<file path="config.mk">
export PLATFORM = sky130hd
export DESIGN_NAME = assertion_result_collector
export DESIGN_NICKNAME = d
export VERILOG_FILES = /design/src/rtl/assertion_result_collector.sv
export SDC_FILE = /design/constraint.sdc
export NUM_CORES = 1
export LEC_CHECK = 0
export ABC_CLOCK_PERIOD_IN_PS = 5600
export CAP_MARGIN = 30
export CORE_MARGIN = 2
export CORE_UTILIZATION = 30
export DETAILED_ROUTE_END_ITERATION = 10
export HOLD_SLACK_MARGIN = 0.06
export PLACE_DENSITY = 0.52
export RECOVER_POWER = 50
export SLEW_MARGIN = 20
export SYNTH_ARGS = -nofsm -noshare
export SYNTH_HDL_FRONTEND = slang
export SYNTH_SLANG_ARGS = --single-unit
</file>
<file path="constraint.sdc">
create_clock -name clk -period 5.6 [get_ports clk]
set_clock_uncertainty 0.1 [all_clocks]
set_input_delay 1.12 -clock clk [delete_from_list [all_inputs] [get_ports clk]]
set_output_delay 1.12 -clock clk [all_outputs]
set_load 0.02 [all_outputs]
</file>
<file path="src/rtl/assertion_result_collector.sv">
// Aggregates SVA checker outputs into pass/fail counters and an active count,
// and queues timestamped failure events. Define ASSERTION_COLLECTOR_SATURATE_EN for saturating counters.
module assertion_result_collector #(
    parameter int NUM_CHECKERS = 4,
    parameter int CNT_W        = 16,
    parameter int TS_W         = 32,
    parameter int FIFO_DEPTH   = 8,
    parameter int ID_W         = (NUM_CHECKERS > 1) ? $clog2(NUM_CHECKERS) : 1
) (
    input  logic                    clk,
    input  logic                    rst_n,
    input  logic [NUM_CHECKERS-1:0] chk_pass,
    input  logic [NUM_CHECKERS-1:0] chk_fail,
    input  logic [NUM_CHECKERS-1:0] chk_active,
    input  logic                    clear,
    input  logic [ID_W-1:0]         rd_sel,
    output logic [CNT_W-1:0]        rd_pass_cnt,
    output logic [CNT_W-1:0]        rd_fail_cnt,
    output logic [ID_W:0]           active_cnt,
    output logic                    any_fail,
    output logic                    evt_valid,
    input  logic                    evt_ready,
    output logic [ID_W-1:0]         evt_id,
    output logic [TS_W-1:0]         evt_ts,
    output logic                    evt_dropped
);

    localparam int AW = $clog2(FIFO_DEPTH);

    logic [TS_W-1:0]         ts_q, ts_d;
    logic [CNT_W-1:0]        pass_cnt_q [NUM_CHECKERS];
    logic [CNT_W-1:0]        pass_cnt_d [NUM_CHECKERS];
    logic [CNT_W-1:0]        fail_cnt_q [NUM_CHECKERS];
    logic [CNT_W-1:0]        fail_cnt_d [NUM_CHECKERS];
    logic [NUM_CHECKERS-1:0] pending_q, pending_d;
    logic [TS_W-1:0]         pend_ts_q [NUM_CHECKERS];
    logic [TS_W-1:0]         pend_ts_d [NUM_CHECKERS];
    logic [AW:0]             wr_ptr_q, wr_ptr_d;
    logic [AW:0]             rd_ptr_q, rd_ptr_d;
    logic [ID_W:0]           active_cnt_q, active_cnt_d;
    logic                    any_fail_q, any_fail_d;
    logic                    dropped_q, dropped_d;

    logic [ID_W-1:0]         fifo_id_q [FIFO_DEPTH];
    logic [TS_W-1:0]         fifo_ts_q [FIFO_DEPTH];

    logic [AW:0]             fifo_count;
    logic                    fifo_full;
    logic                    pop;
    logic                    push;
    logic                    push_wr;
    logic [ID_W-1:0]         push_sel;
    logic [NUM_CHECKERS-1:0] push_onehot;

    function automatic logic [CNT_W-1:0] cnt_inc(input logic [CNT_W-1:0] cnt);
`ifdef ASSERTION_COLLECTOR_SATURATE_EN
        cnt_inc = (&cnt) ? cnt : cnt + CNT_W'(1);
`else
        cnt_inc = cnt + CNT_W'(1);
`endif
    endfunction

    assign fifo_count = wr_ptr_q - rd_ptr_q;
    assign fifo_full  = (fifo_count == (AW+1)'(FIFO_DEPTH));
    assign evt_valid  = (fifo_count != '0);
    assign pop        = evt_valid && evt_ready;

    // Lowest-index pending checker wins; a same-cycle pop frees a slot in a full FIFO.
    always_comb begin
        push_sel = '0;
        for (int i = NUM_CHECKERS - 1; i >= 0; i--) begin
            if (pending_q[i]) push_sel = ID_W'(i);
        end
    end

    assign push    = (|pending_q) && (!fifo_full || pop);
    assign push_wr = push && !clear;

    always_comb begin
        for (int i = 0; i < NUM_CHECKERS; i++) begin
            push_onehot[i] = push && (push_sel == ID_W'(i));
        end
    end

    always_comb begin
        ts_d         = ts_q + TS_W'(1);
        pending_d    = pending_q & ~push_onehot;
        wr_ptr_d     = push ? wr_ptr_q + (AW+1)'(1) : wr_ptr_q;
        rd_ptr_d     = pop  ? rd_ptr_q + (AW+1)'(1) : rd_ptr_q;
        any_fail_d   = any_fail_q | (|chk_fail);
        dropped_d    = dropped_q;
        active_cnt_d = '0;
        for (int i = 0; i < NUM_CHECKERS; i++) begin
            active_cnt_d = active_cnt_d + (ID_W+1)'(chk_active[i]);
        end
        for (int i = 0; i < NUM_CHECKERS; i++) begin
            pass_cnt_d[i] = pass_cnt_q[i];
            fail_cnt_d[i] = fail_cnt_q[i];
            pend_ts_d[i]  = pend_ts_q[i];
            if (chk_fail[i]) begin
                fail_cnt_d[i] = cnt_inc(fail_cnt_q[i]);
                // A still-pending event that is not leaving this cycle blocks the new one.
                if (pending_q[i] && !push_onehot[i]) begin
                    dropped_d = 1'b1;
                end else begin
                    pending_d[i] = 1'b1;
                    pend_ts_d[i] = ts_q;
                end
            end else if (chk_pass[i]) begin
                pass_cnt_d[i] = cnt_inc(pass_cnt_q[i]);
            end
        end
        if (clear) begin
            ts_d       = '0;
            pending_d  = '0;
            wr_ptr_d   = '0;
            rd_ptr_d   = '0;
            any_fail_d = 1'b0;
            dropped_d  = 1'b0;
            for (int i = 0; i < NUM_CHECKERS; i++) begin
                pass_cnt_d[i] = '0;
                fail_cnt_d[i] = '0;
                pend_ts_d[i]  = '0;
            end
        end
    end

    always_ff @(posedge clk or negedge rst_n) begin
        if (!rst_n) begin
            ts_q         <= '0;
            pending_q    <= '0;
            wr_ptr_q     <= '0;
            rd_ptr_q     <= '0;
            active_cnt_q <= '0;
            any_fail_q   <= 1'b0;
            dropped_q    <= 1'b0;
            for (int i = 0; i < NUM_CHECKERS; i++) begin
                pass_cnt_q[i] <= '0;
                fail_cnt_q[i] <= '0;
                pend_ts_q[i]  <= '0;
            end
        end else begin
            ts_q         <= ts_d;
            pending_q    <= pending_d;
            wr_ptr_q     <= wr_ptr_d;
            rd_ptr_q     <= rd_ptr_d;
            active_cnt_q <= active_cnt_d;
            any_fail_q   <= any_fail_d;
            dropped_q    <= dropped_d;
            for (int i = 0; i < NUM_CHECKERS; i++) begin
                pass_cnt_q[i] <= pass_cnt_d[i];
                fail_cnt_q[i] <= fail_cnt_d[i];
                pend_ts_q[i]  <= pend_ts_d[i];
            end
        end
    end

    // Storage needs no reset: the pointers alone define which entries are valid.
    always_ff @(posedge clk) begin
        if (push_wr) begin
            fifo_id_q[wr_ptr_q[AW-1:0]] <= push_sel;
            fifo_ts_q[wr_ptr_q[AW-1:0]] <= pend_ts_q[push_sel];
        end
    end

    assign evt_id      = fifo_id_q[rd_ptr_q[AW-1:0]];
    assign evt_ts      = fifo_ts_q[rd_ptr_q[AW-1:0]];
    assign evt_dropped = dropped_q;
    assign any_fail    = any_fail_q;
    assign active_cnt  = active_cnt_q;
    assign rd_pass_cnt = (int'(rd_sel) < NUM_CHECKERS) ? pass_cnt_q[rd_sel] : '0;
    assign rd_fail_cnt = (int'(rd_sel) < NUM_CHECKERS) ? fail_cnt_q[rd_sel] : '0;

endmodule

</file>
# --- Yosys cells after proc, flatten, opt, wreduce, memory -nomap -nowiden ---
# Memory sizes are Yosys's and may differ from the RTL's.
# Cells that the tools add are included.
# Widths: inputs -> output; s select.
op_classes:
  n_lt_le_gt_ge: 2
  multipliers: 0
  n_addsub: 15
  eq_ne: 12
  reduce_logical: 40
  muxes: 62
  n_bitwise: 5
  shift: 0
  div: 0
op_table:
  columns: ["operator", "count"]
  rows:
  - ["$mux 32", 11]
  - ["$mux 16", 16]
  - ["$add 16x1->16 const B", 8]
  - ["$mux 128", 1]
  - ["$mux 64", 2]
  - ["$bmux 16 s2", 2]
  - ["$bmux 32 s2", 1]
  - ["$add 32x1->32 const B", 1]
  - ["$mux 1", 20]
  - ["$mux 4", 5]
  - ["$reduce_bool 2->1", 10]
  - ["$reduce_and 2->1", 8]
  - ["$logic_and 1x1->1", 11]
  - ["$add 4x1->4 const B", 2]
  - ["$mux 2", 4]
  - ["$ne 2x1->1 const B", 4]
  - ["$ne 2x2->1 const B", 4]
  - ["$reduce_or 4->1", 2]
  - ["$ge 3x3->1 const B", 2]
  - ["$logic_not 1->1", 6]
  - ["$not 2->3", 2]
  - ["$and 4x4->4", 1]
  - ["$eq 2x2->1 const B", 2]
  - ["$eq 4x4->1 const B", 1]
  - ["10 further kinds", 10]
word_totals:
  word_cells: 157
  inputBits: 18
  mem_count: 2
  romBits: 0
  reg_bits: 305
  ramBits: 272
  latchBits: 0
  out_inout_bits: 72
mem_list:
  columns: ["memory", "depth", "width", "rd", "rd_clocked_by_memory_dff", "write_ports", "line", "rtl"]
  rows:
  - ["fifo_ts_q", 8, 32, 1, 0, 1, "45", "logic [TS_W-1:0] fifo_ts_q [FIFO_DEPTH];"]
  - ["fifo_id_q", 8, 2, 1, 0, 1, "44", "logic [ID_W-1:0] fifo_id_q [FIFO_DEPTH];"]

# --- Logic depth before layout (Yosys ltp) ---
# Gate-level depths: netlist of the first run.
depth:
  depth_word: 17
  ltp_mapped: 10
  mapped_depth_nobuf: 7

# --- Least setup slack after synthesis of the first run ---
# No wires, ideal clock.
synth_path:
  kind: "flip-flop to flip-flop"
  startpoint: "register rd_ptr_q[2]"
  endpoint: "memory fifo_id_q[0][0] (netlist name) (enable)"
  synth_period_minus_slack_ns: 5.103
  arrival_ns: 4.536
  n_path_buf: 2
  path_stages_with_launch: 10
  setup_ns: 0.468
  setup_slack_ns: 0.497
  path_cell_list: "dfrtp_1 clkbuf_1 clkinv_1 clkbuf_1 ha_1 a21oi_1 nand3_1 nand4_2 nand3_1 nor3_1"
synth_between:
  elab_chain_len: 8
  word_cells_on_any_way: 10
synth_lines:
  columns: ["element", "line", "rtl"]
  rows:
  - ["start, declared", "39", "logic [AW:0] rd_ptr_q, rd_ptr_d;"]
  - ["start signal, assigned", "146", "rd_ptr_q <= rd_ptr_d;"]
  - ["$sub 4x4->4 (*)", "63", "assign fifo_count = wr_ptr_q - rd_ptr_q;"]
  - ["$eq 4x4->1 / $reduce_bool 4->1 (equally long branches)", "64, 65", null]
  - ["$logic_not 1->1 / $logic_and 1x1->1 (equally long branches)", "76, 66", null]
  - ["$logic_or 1x1->1 (*)", "76", "assign push = (|pending_q) && (!fifo_full || pop);"]
  - ["$logic_and 1x1->1 (*)", "76", null]
  - ["$logic_and 1x1->1 (*)", "77", "assign push_wr = push && !clear;"]
  - ["$mux 1 (*)", "160", "if (push_wr) begin"]
  - ["$mux 1 (not written as such) (*)", "161", "fifo_id_q[wr_ptr_q[AW-1:0]] <= push_sel;"]
  - ["end, declared", "44", null]
# Mark *: on every way between the ends. The rest lies on a longest branch, timed or not.

# --- Worst setup path in the final report of the first run ---
layout_path:
  startpoint: "register rd_ptr_q[1]"
  endpoint: "output port evt_valid"
layout_between:
  elab_chain_len: 2
layout_lines:
  columns: ["element", "line", "rtl"]
  rows:
  - ["$sub 4x4->4", "63", null]
  - ["$reduce_bool 4->1", "65", "assign evt_valid = (fifo_count != '0);"]
  - ["end, declared", "21", "output logic evt_valid,"]
# No other way between the ends.

==> qor.yml, run 1 <==
outcome:
  status: "complete, but fails checks"
  failed_checks: "capacitance limit, slew limit"
finish:
  fin_cells: 3322
  nFillCells: 8455
  drive_above_1_share: 0.124
  nets: 2152
  final_area_mm2: 0.0306
  finalCoreUtilization: 0.353
  final_common_cell: "dfrtp_1"
  layout_common_cells: "dfrtp_1, edfxtp_1, nand2_1, nor2_1, mux2i_1"
  areaGrowthSynthToFinish_pct: 16.8
timing:
  worst_pin_slew_ns: 3.46
  fin_setup_tns_ns: 0
  rsz0062_at_grt: "false"
  setup_viol: 0
  hold_slack_ns: 0.433
  fin_crit_ns: 4.79
  setup_ws_ns: 0.805
  fmax_mhz: 209
  report.final.slew_viol_count: 349
  slew_headroom: -1.31
  finalHoldViolations: 0
  finalCritPeriodShare: 0.856
power:
  p_leak_nw: 11.6
  power_density_mw_per_mm2: 358
  power_frac_comb: 0.175
  power_frac_seq: 0.429
  p_switching_mw: 3.02
  power_mw: 11.0
  p_sw_frac: 0.276
  p_clk_frac: 0.395
  peakVddDrop_v: 0.000184
  p_int_mw: 7.94
synth:
  synthesis.nets: 2055
  syn_avg_cell_area_um2: 13.0
  synth_seq_cells: 577
  async_flop_share: 0.529
  synthFlopType: "dfrtp_1"
  syn_inst: 2020
  synth_edf_count: 272
  synth_area_mm2: 0.0262
  synth_warnings: 0
  seq_area_frac_synth: 0.602
  ys_types: 57
global_routing:
  groute.usage.overall: 0.144
  antenna_found_initial: 0
  grt_pass1_wl_mm: 101
  grt_max_degree: 206
  grt_overflow: 0
  grt_pass1_vias: 17100
place:
  gp_congestion: 0.791
  place_ws_ns: 1.24
  port-buffer-count: 89
  dpl.cell_count: 3184
  place_area_mm2: 0.0285
  hpwl_mm: 38.9
drt:
  routed_via_density: 4.92
  wl_per_cell_um: 19.3
  drt-total-wl_mm: 64.2
  antenna_left: 0
  drt-pass1-iter-count: 5
  initialDrtViolationCount: 1305
  num_vias: 16400
  drc: 0
clock_tree:
  root_buffer: "clkbuf_16"
  clock-sinks: 577
  clock_latency_ns: 0.61
  clkTransAtPathRegs_ns: 0.06
  cts_tree: "yes"
  cts_setup_buffers: 0
  numCtsBuffers: 69
  cts_hold_buf: 0
  cts_max_path_buffers: 3
  htree_levels: 3
  cts_resized: 0
die:
  coreArea_mm2: 0.0868
  num_rows: 108
  dieWidth_um: 300
  ios: 90
  dieArea_mm2: 0.0899
  die_h_um: 300
  start_util: 0.302
min_path:
  hp-class: "flip-flop to flip-flop"
setup_path:
  startpoint_type: "flip-flop"
  cp.arrival_ns: 3.57
  critical_path_class: "flip-flop to output port"
  crit_path_end_kind: "output port"
  critPathMaxFanout: 30
  cp.required_ns: 4.38
job:
  cap_violations: 4
==> metal layers <==
layer | up-vias | track usage | part of all wire
li1 | 7512 | - | -
met5 | - | 0 | 0
met1 | 8410 | 0.189 | 0.44
met3 | 102 | 0.0289 | 0.049
met2 | 326 | 0.241 | 0.48
met4 | 0 | 0.0442 | 0.022
==> logic make-up (layout without fill, tap and decap cells) <==
kind of cell | after synthesis | count (layout) | synth area share
and+or+nand+nor | 679 | 679 | 0.130
muxes | 240 | 240 | 0.139
xor gates and xnor gates | 130 | 130 | 0.0437
DFF | 577 | 577 | 0.602
buffers and inverters | 154 | 300 | 0.0257
AOI/OAI and AO/OA | 223 | 223 | 0.0507
adders and majority gates | 17 | 17 | 0.00839
other | 0 | 1 | 0
==> cell type report <==
type / instances / area, µm² / share of cell area
Tap cell: 1155 / 1450 / 0.0472
Inverter: 35 / 131 / 0.00429
Antenna cell: 1 / 2.50 / 0.0000817
Clock inverter: 34 / 328 / 0.0107
Sequential cell: 577 / 15800 / 0.516
Timing Repair Buffer: 145 / 1230 / 0.0403
Multi-Input combinational cell: 1289 / 9850 / 0.321
Clock buffer: 86 / 1850 / 0.0604
==> path summary, 6_finish.rpt <==
path                         startpoint               end  slack (ns)  cells after the start
min reg2reg                     ts_q[0]           ts_q[0]        0.43                      1
max in group asynchronous         rst_n    fail_cnt_q[49]        1.19                      2
min                             ts_q[0]           ts_q[0]        0.43                      1
max                         rd_ptr_q[1]         evt_valid        0.81                      7
max reg2reg                pending_q[0]  fifo_ts_q[1][24]        0.85                      4
min in group asynchronous         rst_n    fail_cnt_q[10]        1.37                      1
==> power by group through the flow <==
stage | combinational (mW) | sequential (mW) | clock [mW]
finish | 1.92 | 4.70 | 4.33
global route | 2.08 | 4.72 | 4.65
CTS | 1.97 | 4.71 | 4.49
detailed placement | 1.97 | 4.79 | 0
global placement | 1.95 | 4.78 | 0
floorplan | 1.29 | 4.73 | 0
==> cell usage after synthesis (3+ instances only) <==
library cell | number | area share
o21ai_0 | 85 | 0.016
or3_1 | 27 | 0.0064
and2_1 | 8 | 0.0019
buf_1 | 3 | 0.00043
mux4_2 | 100 | 0.086
a21oi_1 | 70 | 0.013
buf_6 | 7 | 0.0030
buf_2 | 30 | 0.0057
nand3_1 | 70 | 0.013
dfrtp_1 | 305 | 0.29
nor3_1 | 33 | 0.0063
mux2i_1 | 139 | 0.053
and4_1 | 21 | 0.0070
nor2b_1 | 9 | 0.0021
xnor2_1 | 63 | 0.021
nand2b_1 | 130 | 0.031
ha_1 | 16 | 0.0076
nor2_1 | 153 | 0.022
a22oi_1 | 33 | 0.0094
inv_1 | 34 | 0.0049
edfxtp_1 | 272 | 0.31
clkbuf_1 | 77 | 0.011
and3_1 | 15 | 0.0036
o21ai_1 | 12 | 0.0023
nand2_1 | 165 | 0.024
o211ai_1 | 4 | 0.0011
nand4_1 | 30 | 0.0072
nor4_1 | 6 | 0.0014
xor2_1 | 66 | 0.022
o2111ai_2 | 3 | 0.0017
==> registers in the layout (all words and copies together), names as in the netlist <==
signal	count
fifo_ts_q	256
pend_ts_q	128
fail_cnt_q	64
pass_cnt_q	64
ts_q	32
fifo_id_q	16
pending_q	4
rd_ptr_q	4
wr_ptr_q	4
active_cnt	3
any_fail	1
evt_dropped	1
==> critical path, cell delays in order (launching register included) <==
cell and delay [ns]:
dfrtp_2 0.86, inv_1 0.12, ha_1 0.25, a21oi_1 0.25
a21oi_2 0.15, or2_1 0.31, or3_1 0.48, clkdlybuf4s50_1 0.58
Note: power is estimated with default switching activity, not from simulation.
==> run 2, diff against run 1 <==
- REMOVE_ABC_BUFFERS: unset -> 1
==> qor.yml, run 2 (synthesis results as in run 1) <==
outcome:
  status: "complete, but fails checks"
  failed_checks: "capacitance limit, slew limit"
drt:
  drt-pass1-iter-count: 8
  drc: 0
  num_vias: 16300
  wl_per_cell_um: 19.3
  initialDrtViolationCount: 1187
  routed_via_density: 4.94
  drt-total-wl_mm: 63.7
  antenna_left: 0
power:
  p_leak_nw: 11.5
  p_switching_mw: 2.91
  peakVddDrop_v: 0.000252
  p_sw_frac: 0.278
  power_density_mw_per_mm2: 346
  power_frac_seq: 0.445
  p_clk_frac: 0.365
  p_int_mw: 7.58
  power_frac_comb: 0.189
clock_tree:
  clock-sinks: 577
  cts_resized: 0
  clkTransAtPathRegs_ns: 0.06
  root_buffer: "clkbuf_16"
  cts_max_path_buffers: 3
  cts_hold_buf: 0
  clock_latency_ns: 0.64
  htree_levels: 2
  numCtsBuffers: 61
  cts_tree: "yes"
  cts_setup_buffers: 0
place:
  hpwl_mm: 37.9
  port-buffer-count: 89
  place_ws_ns: 1.12
  dpl.cell_count: 3179
  place_area_mm2: 0.0285
  gp_congestion: 0.834
finish:
  seq_area_mm2: 0.0158
  nFillCells: 8453
  drive_above_1_share: 0.114
  final_common_cell: "dfrtp_1"
  finalCoreUtilization: 0.350
  antenna_cells: 0
  fin_cells: 3298
  largest_reg_flops: 256
  areaGrowthSynthToFinish_pct: 15.6
  multiInputGateArea_mm2: 0.00981
  final_area_mm2: 0.0303
  layout_common_cells: "dfrtp_1, edfxtp_1, nand2_1, nor2_1, mux2i_1"
  nets: 2125
min_path:
  hp-class: "flip-flop to flip-flop"
timing:
  setup_ws_ns: 0.915
  worst_pin_slew_ns: 3.24
  finalCritPeriodShare: 0.837
  finalHoldViolations: 0
  fin_crit_ns: 4.68
  rsz0062_at_grt: "false"
  slew_headroom: -1.16
  fin_setup_tns_ns: 0
  setup_viol: 0
  fmax_mhz: 213
  report.final.slew_viol_count: 454
global_routing:
  groute.usage.overall: 0.142
  antenna_found_initial: 1
  grt_max_degree: 193
  grt_pass1_vias: 17100
  grt_pass1_wl_mm: 100
  grt_overflow: 0
die:
  dieWidth_um: 300
  dieArea_mm2: 0.0899
  start_util: 0.302
  ios: 90
  coreArea_mm2: 0.0868
  num_rows: 108
  die_h_um: 300
setup_path:
  crit_path_end_kind: "flip-flop"
  cp.arrival_ns: 4.86
  critical_path_class: "flip-flop to flip-flop"
  startpoint_type: "flip-flop"
  cp.required_ns: 5.77
  critPathMaxFanout: 22
  rrSetupSlack_ns: 0.92
job:
  cap_violations: 6
## run 2: changes by cell type in the layout (fill, tap and decap cells not counted), moves of 5 or more
cell	change
clkinvlp_4	-5
o21ai_1	-6
o21ai_0	+6
clkbuf_16	-8
clkinv_1	+11
clkbuf_1	-15
## run 2: power groups by stage
stage / clock network (mW) / logic [mW] / registers (mW)
after floorplan: 0 / 1.12 / 4.86
after global placement: 0 / 2.05 / 4.75
after detailed placement: 0 / 2.09 / 4.76
after CTS: 3.95 / 2.09 / 4.67
after global routing: 4.13 / 2.17 / 4.68
final: 3.84 / 1.99 / 4.67
## run 2: metal layers
metal,GRT usage,share of wire,vias to the layer above
met3,0.0246,0.042,94
met4,0.0370,0.021,2
li1,-,-,7450
met5,0,0.00017,-
met1,0.188,0.44,8417
met2,0.242,0.49,338
## run 2: final timing paths
kind,from,to,cells past startpoint
min reg2reg,pend_ts_q[82],pend_ts_q[82],2
max reg2reg,pending_q[2],fifo_ts_q[0][6],6
max,pending_q[2],fifo_ts_q[0][6],6
max in group asynchronous,rst_n,pass_cnt_q[13],2
min in group asynchronous,rst_n,fail_cnt_q[26],1
min,pend_ts_q[82],pend_ts_q[82],2
## run 2: worst max-delay path: stages, from the launching register on
cell	delay, ns
dfrtp_1	0.52
inv_1	0.22
a21oi_1	0.09
nor2_1	1.87
buf_4	0.65
mux2i_1	0.13
o21ai_0	0.71
## run 2: per-stage QoR
| step | power (mW) | hold slack [ns] |
|---|---|---|
| 2_1_floorplan | 5.98 | 0.353 |
| 3_3_place_gp | 6.79 | 0.421 |
| 3_5_place_dp | 6.84 | 0.430 |
| 4_1_cts | 10.7 | 0.416 |
| 5_1_grt | 11.0 | 0.462 |
| 6_report | 10.5 | 0.440 |
## run 2: layout make-up
type / instances / area share
timing repair buffer: 126 / 0.0409
clock buffer: 78 / 0.0534
clock inverter: 38 / 0.00944
multi-input combinational: 1289 / 0.323
inverter: 35 / 0.00433
sequential: 577 / 0.521
tap: 1155 / 0.0476
==> run 3, diff against run 2 <==
- ABC_CLOCK_PERIOD_IN_PS: 5600 -> 4000
- PLACE_DENSITY: 0.52 -> 0.53
- clock period: 5.6 -> 4 ns (I/O delays scaled with it)
==> qor.yml, run 3 (synthesis results as in run 1) <==
setup_path:
  cp.arrival_ns: 2.88
  cp.required_ns: 3.10
  critPathMaxFanout: 6
  crit_path_end_kind: "output port"
  startpoint_type: "flip-flop"
  critical_path_class: "flip-flop to output port"
finish:
  antenna_cells: 0
  areaGrowthSynthToFinish_pct: 16.9
  layout_common_cells: "dfrtp_1, edfxtp_1, nand2_1, nor2_1, mux2i_1"
  final_common_cell: "dfrtp_1"
  drive_above_1_share: 0.120
  finalCoreUtilization: 0.353
  final_area_mm2: 0.0307
  nets: 2144
  fin_cells: 3315
  largest_reg_flops: 256
timing:
  fin_crit_ns: 3.78
  finalHoldViolations: 0
  finalCritPeriodShare: 0.944
  worst_pin_slew_ns: 1.99
  fmax_mhz: 265
  rsz0062_at_grt: "false"
  slew_headroom: -0.326
  fin_setup_tns_ns: 0
  report.final.slew_viol_count: 413
  setup_viol: 0
power:
  p_switching_mw: 4.10
  power_density_mw_per_mm2: 492
  power_mw: 15.1
  peakVddDrop_v: 0.000292
  power_frac_seq: 0.433
  power_frac_comb: 0.185
  p_sw_frac: 0.272
  p_int_mw: 11.0
  p_leak_nw: 11.6
  p_clk_frac: 0.382
place:
  port-buffer-count: 89
  gp_congestion: 0.818
  place_area_mm2: 0.0287
  hpwl_mm: 38.1
  dpl.cell_count: 3187
drt:
  wl_per_cell_um: 19.2
  drc: 0
  num_vias: 16200
  drt-total-wl_mm: 63.7
  antenna_left: 0
  initialDrtViolationCount: 1355
  drt-pass1-iter-count: 7
  routed_via_density: 4.89
global_routing:
  antenna_found_initial: 1
  grt_max_degree: 204
  grt_overflow: 0
  groute.usage.overall: 0.143
  grt_pass1_vias: 17100
  grt_pass1_wl_mm: 101
die:
  dieWidth_um: 300
  start_util: 0.302
  die_h_um: 300
  dieArea_mm2: 0.0899
  num_rows: 108
  coreArea_mm2: 0.0868
  ios: 90
clock_tree:
  cts_max_path_buffers: 3
  cts_tree: "yes"
  htree_levels: 3
  numCtsBuffers: 66
  clkTransAtPathRegs_ns: 0.06
  clock-sinks: 577
  cts_hold_buf: 0
  root_buffer: "clkbuf_16"
  clock_latency_ns: 0.60
min_path:
  hp-class: "flip-flop to flip-flop"
outcome:
  status: "complete, but fails checks"
  failed_checks: "capacitance limit, slew limit"
job:
  cap_violations: 4
==> run 3: changes by cell type in the layout (fill, tap and decap cells not counted), moves of 3 or more <==
cell	change
clkbuf_1	+12
buf_12	+11
buf_4	-7
inv_6	+4
clkinv_2	-8
clkbuf_16	+6
clkbuf_2	+3
clkinv_1	-10
clkbuf_8	+4
==> run 3: final timing paths <==
| check | start | endpoint | slack (ns) | depth (start not counted) |
|---|---|---|---|---|
| max in group asynchronous | rst_n | pass_cnt_q[39] | 0.71 | 2 |
| max | wr_ptr_q[2] | evt_valid | 0.22 | 6 |
| min in group asynchronous | rst_n | fail_cnt_q[26] | 0.63 | 1 |
| max reg2reg | pending_q[2] | fifo_ts_q[0][8] | 1.05 | 6 |
| min reg2reg | ts_q[0] | ts_q[0] | 0.39 | 1 |
| min | ts_q[0] | ts_q[0] | 0.39 | 1 |
==> run 3: metrics by stage <==
step | hold slack [ns] | setup slack, ns
floorplan | 0.353 | -2.87
finish | 0.394 | 0.225
global placement | 0.388 | 0.514
CTS | 0.0800 | 0.146
global route | 0.454 | 0.0895
detailed placement | 0.385 | 0.455
==> run 3: cell type report <==
cell class              instances  area, µm²
clock inverters                25        210
well taps                    1155       1450
flip-flops and latches        577      15800
fillers                      8463      56100
repair buffers                140       1410
inverters                      35        131
multi-input cells            1289       9810
clock buffers                  94       1850
==> run 3: layer usage <==
metal	vias up	GRT usage	wire, µm
met4	2	0.0421	1490
met5	-	0	11
met2	298	0.240	31100
met3	102	0.0240	2390
met1	8298	0.191	28800
li1	7505	-	-
==> run 3: what timing repair did <==
action / in CTS / in global routing
resized for setup: 1 / 0
setup buffers: 0 / 0
setup endpoints to repair: 1 / 0
==> run 3: power groups by stage <==
stage	clock [mW]	sequential [mW]	combinational, mW
after floorplan	0	6.80	1.57
after CTS	5.95	6.54	2.93
after global placement	0	6.64	2.90
after detailed placement	0	6.66	2.94
final	5.76	6.54	2.80
after global routing	6.19	6.56	3.04
==> run 3: critical path: stages, from the launching register on <==
cell and delay, ns:
dfrtp_1 0.40, ha_1 0.41, a21oi_1 0.22, a21oi_1 0.16, or2_1 0.31, or3_1 0.43
dlygate4sd2_1 0.35
